## src/rtl/uart_wb_pkg.sv

```systemverilog
`default_nettype none
// ============================================================================
// Module   : uart_wb_pkg
// Brief    : Shared state encoding, protocol bytes and helpers for the
//            UART-to-Wishbone bridge master.
// Revision : 1.0 - initial release
// ============================================================================
package uart_wb_pkg;

  // Bridge controller states
  typedef enum logic [2:0] {
    ST_IDLE = 3'd0,
    ST_ADDR = 3'd1,
    ST_DATA = 3'd2,
    ST_BUS  = 3'd3,
    ST_RESP = 3'd4
  } uwb_state_t;

  // Command bytes accepted from the host
  localparam logic [7:0] CMD_WRITE = 8'h57;
  localparam logic [7:0] CMD_READ  = 8'h52;

  // Response bytes returned to the host
  localparam logic [7:0] RSP_OK    = 8'h4B;
  localparam logic [7:0] RSP_ERR   = 8'h45;
  localparam logic [7:0] RSP_TMO   = 8'h54;

  // Longest response: status byte plus 32-bit read data
  localparam int RESP_BYTES = 5;
  localparam int RESP_W     = RESP_BYTES * 8;

  // True for a byte that opens a valid frame
  function automatic logic is_cmd(input logic [7:0] b);
    return (b == CMD_WRITE) || (b == CMD_READ);
  endfunction

endpackage : uart_wb_pkg
`default_nettype wire

```

## src/rtl/uart_wb_resp_buf.sv

```systemverilog
`default_nettype none
// ============================================================================
// Module   : uart_wb_resp_buf
// Brief    : Up-to-5-byte response buffer. A load captures the bytes
//            (first byte in the top bits) and a length; bytes then leave
//            one per tx_valid/tx_ready handshake. done flags the edge on
//            which the final byte is accepted.
// Revision : 1.0 - initial release
// ============================================================================
module uart_wb_resp_buf
  import uart_wb_pkg::*;
(
  input  logic              clk,
  input  logic              rst_n,
  input  logic              load,
  input  logic [2:0]        len,
  input  logic [RESP_W-1:0] data,
  output logic [7:0]        tx_byte,
  output logic              tx_valid,
  input  logic              tx_ready,
  output logic              done
);

  logic [RESP_W-1:0] r_buf;
  logic [2:0]        r_left;
  logic              r_valid;
  logic              w_xfer;

  assign w_xfer   = r_valid && tx_ready;
  assign done     = w_xfer && (r_left == 3'd1);
  assign tx_valid = r_valid;
  assign tx_byte  = r_valid ? r_buf[RESP_W-1 -: 8] : 8'h00;

  // Load a new response, or shift out one byte per accepted handshake
  always_ff @(posedge clk or negedge rst_n) begin
    if (!rst_n) begin
      r_buf   <= '0;
      r_left  <= 3'd0;
      r_valid <= 1'b0;
    end else if (load) begin
      r_buf   <= data;
      r_left  <= len;
      r_valid <= (len != 3'd0);
    end else if (w_xfer) begin
      r_buf   <= {r_buf[RESP_W-9:0], 8'h00};
      r_left  <= r_left - 3'd1;
      if (r_left == 3'd1) begin
        r_valid <= 1'b0;
      end
    end
  end

endmodule : uart_wb_resp_buf
`default_nettype wire

```

## src/rtl/uart_wb_master.sv

```systemverilog
`default_nettype none
// ============================================================================
// Module   : uart_wb_master
// Brief    : Wishbone initiator driven by a UART byte stream. Host frames
//            'W' a3 a2 a1 a0 d3 d2 d1 d0 or 'R' a3 a2 a1 a0 (big-endian)
//            issue one single Wishbone cycle; the status / read data goes
//            back through the transmitter byte interface.
//            Optional build macro UWB_BYTE_GAP_EN: abort a partial frame
//            after BYTE_GAP_CYCLES idle cycles between its bytes.
// Revision : 1.0 - initial release
// ============================================================================
module uart_wb_master
  import uart_wb_pkg::*;
#(
  parameter int TIMEOUT_CYCLES  = 1024,
  parameter int BYTE_GAP_CYCLES = 50000
) (
  input  logic        clk,
  input  logic        rst_n,
  input  logic [7:0]  rx_byte,
  input  logic        rx_valid,
  output logic [7:0]  tx_byte,
  output logic        tx_valid,
  input  logic        tx_ready,
  output logic        wbm_cyc_o,
  output logic        wbm_stb_o,
  output logic        wbm_we_o,
  output logic [3:0]  wbm_sel_o,
  output logic [31:0] wbm_adr_o,
  output logic [31:0] wbm_dat_o,
  input  logic [31:0] wbm_dat_i,
  input  logic        wbm_ack_i,
  output logic        busy,
  output logic        rx_overrun
);

  localparam int                WAIT_W    = $clog2(TIMEOUT_CYCLES) + 1;
  localparam logic [WAIT_W-1:0] WAIT_LAST = WAIT_W'(TIMEOUT_CYCLES - 1);

  uwb_state_t        r_state;
  uwb_state_t        w_next_state;
  logic              r_we;
  logic [1:0]        r_byte_cnt;
  logic [31:0]       r_adr;
  logic [31:0]       r_dat;
  logic [WAIT_W-1:0] r_wait_cnt;
  logic              r_rx_overrun;

  logic              w_in_bus;
  logic              w_timeout;
  logic              w_gap_abort;
  logic              w_resp_load;
  logic [2:0]        w_resp_len;
  logic [RESP_W-1:0] w_resp_data;
  logic              w_resp_done;

`ifdef UWB_BYTE_GAP_EN
  localparam int               GAP_W    = $clog2(BYTE_GAP_CYCLES + 1);
  localparam logic [GAP_W-1:0] GAP_LAST = GAP_W'(BYTE_GAP_CYCLES - 1);

  logic [GAP_W-1:0] r_gap_cnt;

  // Count idle cycles inside a frame; any received byte restarts the count
  always_ff @(posedge clk or negedge rst_n) begin
    if (!rst_n) begin
      r_gap_cnt <= '0;
    end else if (((r_state == ST_ADDR) || (r_state == ST_DATA)) && !rx_valid) begin
      r_gap_cnt <= r_gap_cnt + GAP_W'(1);
    end else begin
      r_gap_cnt <= '0;
    end
  end

  // This idle cycle is the BYTE_GAP_CYCLES-th in a row: drop the frame
  assign w_gap_abort = ((r_state == ST_ADDR) || (r_state == ST_DATA)) &&
                       !rx_valid && (r_gap_cnt == GAP_LAST);
`else
  logic w_unused_gap;

  // Without the gap guard a partial frame simply waits for more bytes
  assign w_gap_abort  = 1'b0;
  assign w_unused_gap = ^BYTE_GAP_CYCLES;
`endif

  assign w_in_bus  = (r_state == ST_BUS);
  assign w_timeout = (r_wait_cnt == WAIT_LAST);

  // Bus outputs are decoded from the state register so an async reset
  // removes cyc/stb without waiting for a clock edge
  assign wbm_cyc_o  = w_in_bus;
  assign wbm_stb_o  = w_in_bus;
  assign wbm_we_o   = w_in_bus && r_we;
  assign wbm_sel_o  = w_in_bus ? 4'hF : 4'h0;
  assign wbm_adr_o  = w_in_bus ? r_adr : 32'h0;
  assign wbm_dat_o  = (w_in_bus && r_we) ? r_dat : 32'h0;
  assign busy       = (r_state != ST_IDLE);
  assign rx_overrun = r_rx_overrun;

  // State register
  always_ff @(posedge clk or negedge rst_n) begin
    if (!rst_n) begin
      r_state <= ST_IDLE;
    end else begin
      r_state <= w_next_state;
    end
  end

  // Next-state decode and response buffer load requests
  always_comb begin
    w_next_state = r_state;
    w_resp_load  = 1'b0;
    w_resp_len   = 3'd0;
    w_resp_data  = '0;
    unique case (r_state)
      ST_IDLE: begin
        if (rx_valid) begin
          if (is_cmd(rx_byte)) begin
            w_next_state = ST_ADDR;
          end else begin
            w_next_state = ST_RESP;
            w_resp_load  = 1'b1;
            w_resp_len   = 3'd1;
            w_resp_data  = {RSP_ERR, 32'h0};
          end
        end
      end
      ST_ADDR: begin
        if (w_gap_abort) begin
          w_next_state = ST_IDLE;
        end else if (rx_valid && (r_byte_cnt == 2'd3)) begin
          w_next_state = r_we ? ST_DATA : ST_BUS;
        end
      end
      ST_DATA: begin
        if (w_gap_abort) begin
          w_next_state = ST_IDLE;
        end else if (rx_valid && (r_byte_cnt == 2'd3)) begin
          w_next_state = ST_BUS;
        end
      end
      ST_BUS: begin
        // An ack in the final wait cycle still completes the transfer
        if (wbm_ack_i) begin
          w_next_state = ST_RESP;
          w_resp_load  = 1'b1;
          if (r_we) begin
            w_resp_len  = 3'd1;
            w_resp_data = {RSP_OK, 32'h0};
          end else begin
            w_resp_len  = 3'd5;
            w_resp_data = {RSP_OK, wbm_dat_i};
          end
        end else if (w_timeout) begin
          w_next_state = ST_RESP;
          w_resp_load  = 1'b1;
          w_resp_len   = 3'd1;
          w_resp_data  = {RSP_TMO, 32'h0};
        end
      end
      ST_RESP: begin
        if (w_resp_done) begin
          w_next_state = ST_IDLE;
        end
      end
      default: begin
        w_next_state = ST_IDLE;
      end
    endcase
  end

  // Frame assembly: command direction, byte counter and address/data shifts
  always_ff @(posedge clk or negedge rst_n) begin
    if (!rst_n) begin
      r_we       <= 1'b0;
      r_byte_cnt <= 2'd0;
      r_adr      <= 32'h0;
      r_dat      <= 32'h0;
    end else begin
      unique case (r_state)
        ST_IDLE: begin
          if (rx_valid && is_cmd(rx_byte)) begin
            r_we       <= (rx_byte == CMD_WRITE);
            r_byte_cnt <= 2'd0;
            r_adr      <= 32'h0;
            r_dat      <= 32'h0;
          end
        end
        ST_ADDR: begin
          if (rx_valid) begin
            r_adr      <= {r_adr[23:0], rx_byte};
            r_byte_cnt <= r_byte_cnt + 2'd1;
          end
        end
        ST_DATA: begin
          if (rx_valid) begin
            r_dat      <= {r_dat[23:0], rx_byte};
            r_byte_cnt <= r_byte_cnt + 2'd1;
          end
        end
        default: begin
        end
      endcase
    end
  end

  // Bus wait counter: zero outside BUS, so each transfer starts from 0
  always_ff @(posedge clk or negedge rst_n) begin
    if (!rst_n) begin
      r_wait_cnt <= '0;
    end else if (w_in_bus) begin
      r_wait_cnt <= r_wait_cnt + WAIT_W'(1);
    end else begin
      r_wait_cnt <= '0;
    end
  end

  // Flag bytes that arrive while a transfer or response is in flight
  always_ff @(posedge clk or negedge rst_n) begin
    if (!rst_n) begin
      r_rx_overrun <= 1'b0;
    end else begin
      r_rx_overrun <= rx_valid && ((r_state == ST_BUS) || (r_state == ST_RESP));
    end
  end

  uart_wb_resp_buf u_resp_buf (
    .clk      (clk),
    .rst_n    (rst_n),
    .load     (w_resp_load),
    .len      (w_resp_len),
    .data     (w_resp_data),
    .tx_byte  (tx_byte),
    .tx_valid (tx_valid),
    .tx_ready (tx_ready),
    .done     (w_resp_done)
  );

endmodule : uart_wb_master
`default_nettype wire

```

## config.mk

```make
export PLATFORM = sky130hd
export DESIGN_NAME = uart_wb_master
export DESIGN_NICKNAME = d
export VERILOG_FILES = /design/src/rtl/uart_wb_pkg.sv /design/src/rtl/uart_wb_resp_buf.sv /design/src/rtl/uart_wb_master.sv
export SDC_FILE = /design/constraint.sdc
export NUM_CORES = 1
export LEC_CHECK = 0
export ABC_CLOCK_PERIOD_IN_PS = 4800
export CAP_MARGIN = 20
export CORE_AREA = 4 4 92 129
export DETAILED_ROUTE_END_ITERATION = 8
export DIE_AREA = 0 0 96 133
export GPL_TIMING_DRIVEN = 0
export PLACE_DENSITY = 0.85
export SETUP_SLACK_MARGIN = 0.05
export SYNTH_ARGS = -nofsm -noshare
export SYNTH_HDL_FRONTEND = slang
export SYNTH_SLANG_ARGS = --single-unit
```

## constraint.sdc

```tcl
create_clock -name clk -period 4.8 [get_ports clk]
set_input_delay 0.96 -clock clk [delete_from_list [all_inputs] [get_ports clk]]
set_output_delay 0.96 -clock clk [all_outputs]
set_load 0.02 [all_outputs]
```

==> results of run 1 <==
[worst reg2reg max path: cells and delay by family, from the launching register on]
kind / cells / cell delay (ps)
compound gates: 1 / 160
buf+inv: 2 / 580
flops: 1 / 450
simple gates: 4 / 1010
[sequential cells by signal (all words and copies together) (netlist names)]
signal               flops
u_resp_buf.r_buf        40
r_adr                   32
rx_overrun               1
r_byte_cnt               2
r_we                     1
r_wait_cnt              11
u_resp_buf.tx_valid      1
r_dat                   32
r_state                  3
u_resp_buf.r_left        3
[layer usage]
metal  part of all wire (%)  vias to the layer above  wire length, um
met5                      0                        -                0
met4                    2.8                        0              417
met3                    6.1                       36              914
met2                     53                      214             7870
met1                     39                     2479             5770
li1                       -                     2398                -
[layout by cell type, fill, tap and decap left out, types with 2 or more instances in the layout]
| cell | n |
|---|---|
| dfrtp_1 | 126 |
| clkdlybuf4s50_1 | 125 |
| o21ai_0 | 67 |
| nor2_1 | 46 |
| and2_1 | 43 |
| nand2_1 | 43 |
| nand3_1 | 41 |
| a22o_1 | 40 |
| inv_1 | 38 |
| nor3_1 | 36 |
| a21oi_1 | 33 |
| clkbuf_1 | 30 |
| clkbuf_16 | 17 |
| buf_4 | 7 |
| xnor2_1 | 6 |
| clkinvlp_4 | 6 |
| buf_1 | 5 |
| buf_2 | 4 |
| nand4_1 | 4 |
| nand2b_1 | 4 |
| ha_1 | 4 |
| clkinv_2 | 4 |
| or3_1 | 3 |
| nand3b_1 | 3 |
| xor2_1 | 3 |
| a31oi_1 | 3 |
| buf_6 | 3 |
| nor3_2 | 2 |
| a311oi_1 | 2 |
| nor4_2 | 2 |
| a21boi_1 | 2 |
| mux2i_1 | 2 |
| bufinv_16 | 2 |
| inv_6 | 2 |
[report_power, final]
group	leakage, nW	internal [mW]	switching [mW]	total (mW)
logic	1.29	0.311	0.434	0.745
registers	1.68	1.23	0.100	1.33
clock network	0.271	0.775	0.478	1.25
total	3.24	2.32	1.01	3.33
[stage by stage]
| stage | setup WS (ps) | hold WS [ps] | utilization (%) |
|---|---|---|---|
| 2_1_floorplan | 2340 | 455 | - |
| 3_3_place_gp | -1880 | 479 | 67.4 |
| 3_5_place_dp | 1400 | 486 | 67.7 |
| 4_1_cts | 1300 | 451 | 73.1 |
| 5_1_grt | 1180 | 464 | 73.1 |
| 6_report | 1250 | 450 | 73.1 |
[cell type report]
type / count / area (sq um) / area share (%)
clock inverter: 14 / 143 / 1.81
multi-input combinational: 401 / 2280 / 29.0
inverter: 40 / 150 / 1.91
clock buffer: 18 / 439 / 5.59
buffer: 48 / 226 / 2.88
tap: 141 / 176 / 2.24
timing repair buffer: 127 / 1290 / 16.4
sequential: 126 / 3150 / 40.1
[logic make-up after synthesis]
kind of cell	share of synthesized area [%]
flip-flops	54.3
AND/OR/NAND/NOR	20.3
AO/OA/AOI/OAI	16.3
adder cells (fa/ha/maj)	0.861
XOR/XNOR	1.36
buffers and inverters	6.48
multiplexers	0.345
[final timing paths]
kind / startpoint / end / slack [ps] / cells after the start
max reg2reg: r_state[2] / u_resp_buf.r_buf[12] / 2530 / 7
max in group asynchronous: rst_n / r_dat[19] / 3630 / 2
min reg2reg: r_adr[31] / r_adr[31] / 500 / 1
min in group clk: r_adr[31] / r_adr[31] / 500 / 1
max: r_state[2] / wbm_dat_o[20] / 1250 / 5
min: rst_n / u_resp_buf.r_buf[37] / 450 / 1
==> results.toml, run 1 <==
[global_routing]
gr-usage-met3_pct = 6.09
antenna_found_initial = 0
grt_usage_pct = 24.9
grt_max_degree = 88
met2_usage_pct = 41.7
busiest_layer = "met2"
grt_pass1_wl_mm = 24.9
grt.overflow.total = 0
grt_pass1_vias = 5328
grt_use_met1_pct = 29.8

[timing]
fin_setup_tns_ps = 0
max_slew_margin_pct = 44.5
hold_viol = 0
post-route-period-util_pct = 74.0
setup_violations = 0
fin_skew_ps = 7.58
drv_slew = 0
grt_setup_unrepaired = "no"
worst_pin_slew_ps = 826
period_needed_ps = 3550
max_freq_mhz = 282

[synthesis]
async_reset_ff_share_pct = 100
synth_nets = 664
avgSynthCellArea_sq_um = 9.45
synth_common_cells = "126 x dfrtp_1, 67 x o21ai_0, 46 x nor2_1"
netlist_instances = 615
yosys_warnings = 0
netlist_area_sq_mm = 0.00581
yosys.cell_count.top_type = "dfrtp_1"
synth_top_area_share_pct = 54.3
ys.flop_type = "dfrtp_1"
synth_area_leaders = "dfrtp_1 54%, a22o_1 6.0%, o21ai_0 5.8%"
synthDistinctLibCells = 42
synth_area_leader_cell = "dfrtp_1"
synth_edf_count = 0
synth-seq-area-share_pct = 54.3
synth.ff_latch_count = 126

[route]
route.detailed.drc = 0
first_pass_iters = 6
postRouteAntennaNets = 0
avgRoutedWirePerCell_um = 16.4
vias = 5127
drtIter0Drc = 402
wirelength_mm = 15.0
via_per_inst = 5.60

[floorplan]
die_h_um = 133
core_area_sq_mm = 0.0108
die_x_um = 96
io_pins = 127
initial_core_util_pct = 54.0
num_rows = 45
die-area_sq_mm = 0.0128

[place]
post_dp_cell_area_sq_mm = 0.00728
place_congestion = 0.882
port_buffers = 126
hpwl_mm = 11.0
post-place-cells = 883

[worst_setup_path]
cp.arrival_ps = 2590
path_cells = "nand3b_1 -> buf_2 -> buf_1 -> nor3_1 -> clkdlybuf4s50_1"
slowest_stage = "clkdlybuf4s50_1"
cpLargestDelayFamily = "buffers and inverters"
cp-start-kind = "flip-flop"
crit_path_max_incr_delay_ps = 670
path_max_fanout = 10
crit_required_ps = 3840
cp.buffers_inverters = 3
endpoint_kind = "primary output"
crit_type = "flip-flop to primary output"

[clock_tree]
holdBufCountCts = 0
cts_tree = "done"
post_cts_resized = 0
numCtsBuffers = 17
cts_buffer_depth = 2
htreeDepth = 4
cts_root_buffer = "clkbuf_16"
clk-insertion-delay-late_ps = 420
path_clk_slew_ps = 50
clkSinkCount = 126
post_cts_buffers = 0

[outcome]
status = "complete, no violations"

[power]
total_power_mw = 3.33
leakage_nw = 3.24
cellPowerDensity_mw_per_mm2 = 424
ir_worst_vdd_mv = 0.340

[run]
cap_violations = 0

[final_layout]
num-nets-final = 810
antenna_cells = 0
drive_above_1_share_pct = 7.24
area_growth_pct = 35.2
fillers = 751
layout.cells.non_filler = 915
final_cell_area_sq_mm = 0.00786

[worst_hold_path]
hold_class = "input pin to asynchronous set/reset pin"
No activity file was read; power rests on OpenSTA's default activity.
==> inputs of run 2 (changes only) <==
--- a/config.mk
+++ b/config.mk
@@ -5,13 +5,13 @@
 export SDC_FILE = /design/constraint.sdc
 export NUM_CORES = 1
 export LEC_CHECK = 0
-export ABC_CLOCK_PERIOD_IN_PS = 4800
+export ABC_CLOCK_PERIOD_IN_PS = 3500
 export CAP_MARGIN = 20
-export CORE_AREA = 4 4 92 129
+export CORE_AREA = 4 4 96 134
 export DETAILED_ROUTE_END_ITERATION = 8
-export DIE_AREA = 0 0 96 133
+export DIE_AREA = 0 0 100 138
 export GPL_TIMING_DRIVEN = 0
-export PLACE_DENSITY = 0.85
+export PLACE_DENSITY = 0.79
 export SETUP_SLACK_MARGIN = 0.05
 export SYNTH_ARGS = -nofsm -noshare
 export SYNTH_HDL_FRONTEND = slang
==> constraint.sdc (replaced) <==
create_clock -name clk -period 3.5 [get_ports clk]
set_input_delay 0.7 -clock clk [delete_from_list [all_inputs] [get_ports clk]]
set_output_delay 0.7 -clock clk [all_outputs]
set_load 0.02 [all_outputs]
==> run 2 against run 1 <==
Against the previous run: clock-buffer cell count increased by 1; sequential share of layout area decreased by 0.057 points; flip-flop and latch count unchanged; routed wire length increased by 0.60%; worst hold slack got worse by 210 ps; largest cell class unchanged.
==> results.toml, run 2 (synthesis gave the netlist of run 1 again) <==
[outcome]
status = "complete, no violations"

[worst_setup_path]
r2r_end = "u_resp_buf.r_buf[20]"
endpoint_kind = "primary output"
r2r_start = "r_state[2]"
crit_type = "flip-flop to primary output"
reg2regPathDepth = 7
cp.arrival_ps = 2530
path_max_fanout = 15
r2r_slack_ps = 1240
cp-start-kind = "flip-flop"
crit_required_ps = 2800

[final_layout]
antenna_cells = 0
num-nets-final = 810
layout.cells.non_filler = 921
final_common_cell = "dfrtp_1"
drive_above_1_share_pct = 7.11
reg.largest.list = "u_resp_buf.r_buf (40), r_adr (32), r_dat (32)"
largest_register_ffs = 40
fin_util_pct = 67.3
mostFrequentLayoutCells = "126 x dfrtp_1, 125 x clkdlybuf4s50_1, 67 x o21ai_0"
area_growth_pct = 35.4
top_register = "u_resp_buf.r_buf"
fillers = 919

[timing]
post-route-period-util_pct = 92.3
drv_slew = 0
fin_skew_ps = 9.41
setup_violations = 0
max_slew_margin_pct = 43.1
max_freq_mhz = 310
grt_setup_unrepaired = "no"
hold_viol = 0
worst_pin_slew_ps = 847
period_needed_ps = 3230

[clock_tree]
numCtsBuffers = 17
cts_tree = "done"
post_cts_buffers = 0
htreeDepth = 4
cts_buffer_depth = 2
holdBufCountCts = 0
post_cts_resized = 0
clkSinkCount = 126
path_clk_slew_ps = 60
cts_root_buffer = "clkbuf_16"
clk-insertion-delay-late_ps = 410

[power]
switching_share_pct = 30.2
switchingPower_mw = 1.37
cellPowerDensity_mw_per_mm2 = 578
pwr-share-seq_pct = 39.9
ir_worst_vdd_mv = 0.344
clkPwrFrac_pct = 37.5
p_int_mw = 3.18
comb_power_share_pct = 22.6
leakage_nw = 3.24

[route]
first_pass_iters = 7
vias = 5079
wirelength_mm = 15.1
route.detailed.drc = 0
drtIter0Drc = 267
avgRoutedWirePerCell_um = 16.4
postRouteAntennaNets = 0
via_per_inst = 5.51

[global_routing]
grt_usage_pct = 22.9
antenna_found_initial = 0
grt_max_degree = 70
grt.overflow.total = 0
grt_pass1_wl_mm = 25.6
grt_pass1_vias = 5321

[floorplan]
die_x_um = 100
io_pins = 127
initial_core_util_pct = 49.7
num_rows = 47
die-area_sq_mm = 0.0138
core_area_sq_mm = 0.0117
die_h_um = 138

[run]
cap_violations = 0

[place]
post-place-cells = 889
port_buffers = 126
hpwl_mm = 11.0
place_congestion = 0.869

[worst_hold_path]
hold_class = "input pin to asynchronous set/reset pin"
run 2: stage by stage:
step / hold slack (ps) / instance area [sq um] / total power [mW] / setup slack (ps) / TNS [ps]
2_1_floorplan: 404 / 5810 / 2.45 / 1300 / 0
3_3_place_gp: 477 / 7260 / 2.81 / -2930 / -367750
3_5_place_dp: 485 / 7280 / 2.85 / 381 / 0
4_1_cts: 259 / 7870 / 4.57 / 237 / 0
5_1_grt: 280 / 7870 / 4.79 / 69.9 / 0
6_report: 241 / 7870 / 4.55 / 269 / 0
run 2: cell type report:
class                   count  area, sq um  share of cell area [%]
flip-flops and latches    126         3150                    40.1
multi-input cells         401         2280                    29.0
repair buffers            127         1290                    16.4
clock buffers              19          443                    5.63
plain buffers              48          226                    2.88
well taps                 147          184                    2.34
inverters                  40          150                    1.91
clock inverters            13          143                    1.81
run 2: worst max path at each step:
stage	start	end	slack, ps	cells past startpoint
after floorplan	rx_byte[5]	u_resp_buf.r_buf[36]	1300	7
after global placement	rst_n	u_resp_buf.r_buf[5]	-2930	1
after detailed placement	rx_byte[6]	r_dat[3]	380	7
after CTS	r_state[2]	wbm_adr_o[24]	240	5
after global routing	r_state[2]	wbm_adr_o[24]	70	5
final	r_state[2]	wbm_adr_o[24]	270	5
run 2: power groups by stage:
stage / clock (mW) / combinational (mW) / sequential, mW
after detailed placement: 0 / 1.01 / 1.84
after CTS: 1.72 / 1.03 / 1.82
after global routing: 1.79 / 1.14 / 1.85
after floorplan: 0 / 0.643 / 1.81
final: 1.71 / 1.03 / 1.82
after global placement: 0 / 0.980 / 1.83
run 2: metal layers:
| metal | track usage (%) | wire, um | up-vias | part of all wire (%) |
|---|---|---|---|---|
| met4 | 10.1 | 476 | 0 | 3.2 |
| li1 | - | - | 2403 | - |
| met3 | 3.83 | 650 | 41 | 4.3 |
| met2 | 39.5 | 7990 | 154 | 53 |
| met5 | 0 | 0 | - | 0 |
| met1 | 27.8 | 5940 | 2481 | 39 |
run 2: critical path: stages (launching register included):
cell,delay [ps]
dfrtp_1,460
nand3b_1,220
inv_2,180
clkbuf_1,440
and2_1,210
clkdlybuf4s50_1,610
==> inputs of run 3 (changes only) <==
--- a/config.mk
+++ b/config.mk
@@ -5,7 +5,6 @@
 export SDC_FILE = /design/constraint.sdc
 export NUM_CORES = 1
 export LEC_CHECK = 0
-export ABC_CLOCK_PERIOD_IN_PS = 3500
 export CAP_MARGIN = 20
 export CORE_AREA = 4 4 96 134
 export DETAILED_ROUTE_END_ITERATION = 8
==> results of run 3 <==
Same layout as run 2: the final DEF is identical, and so are final timing and power.
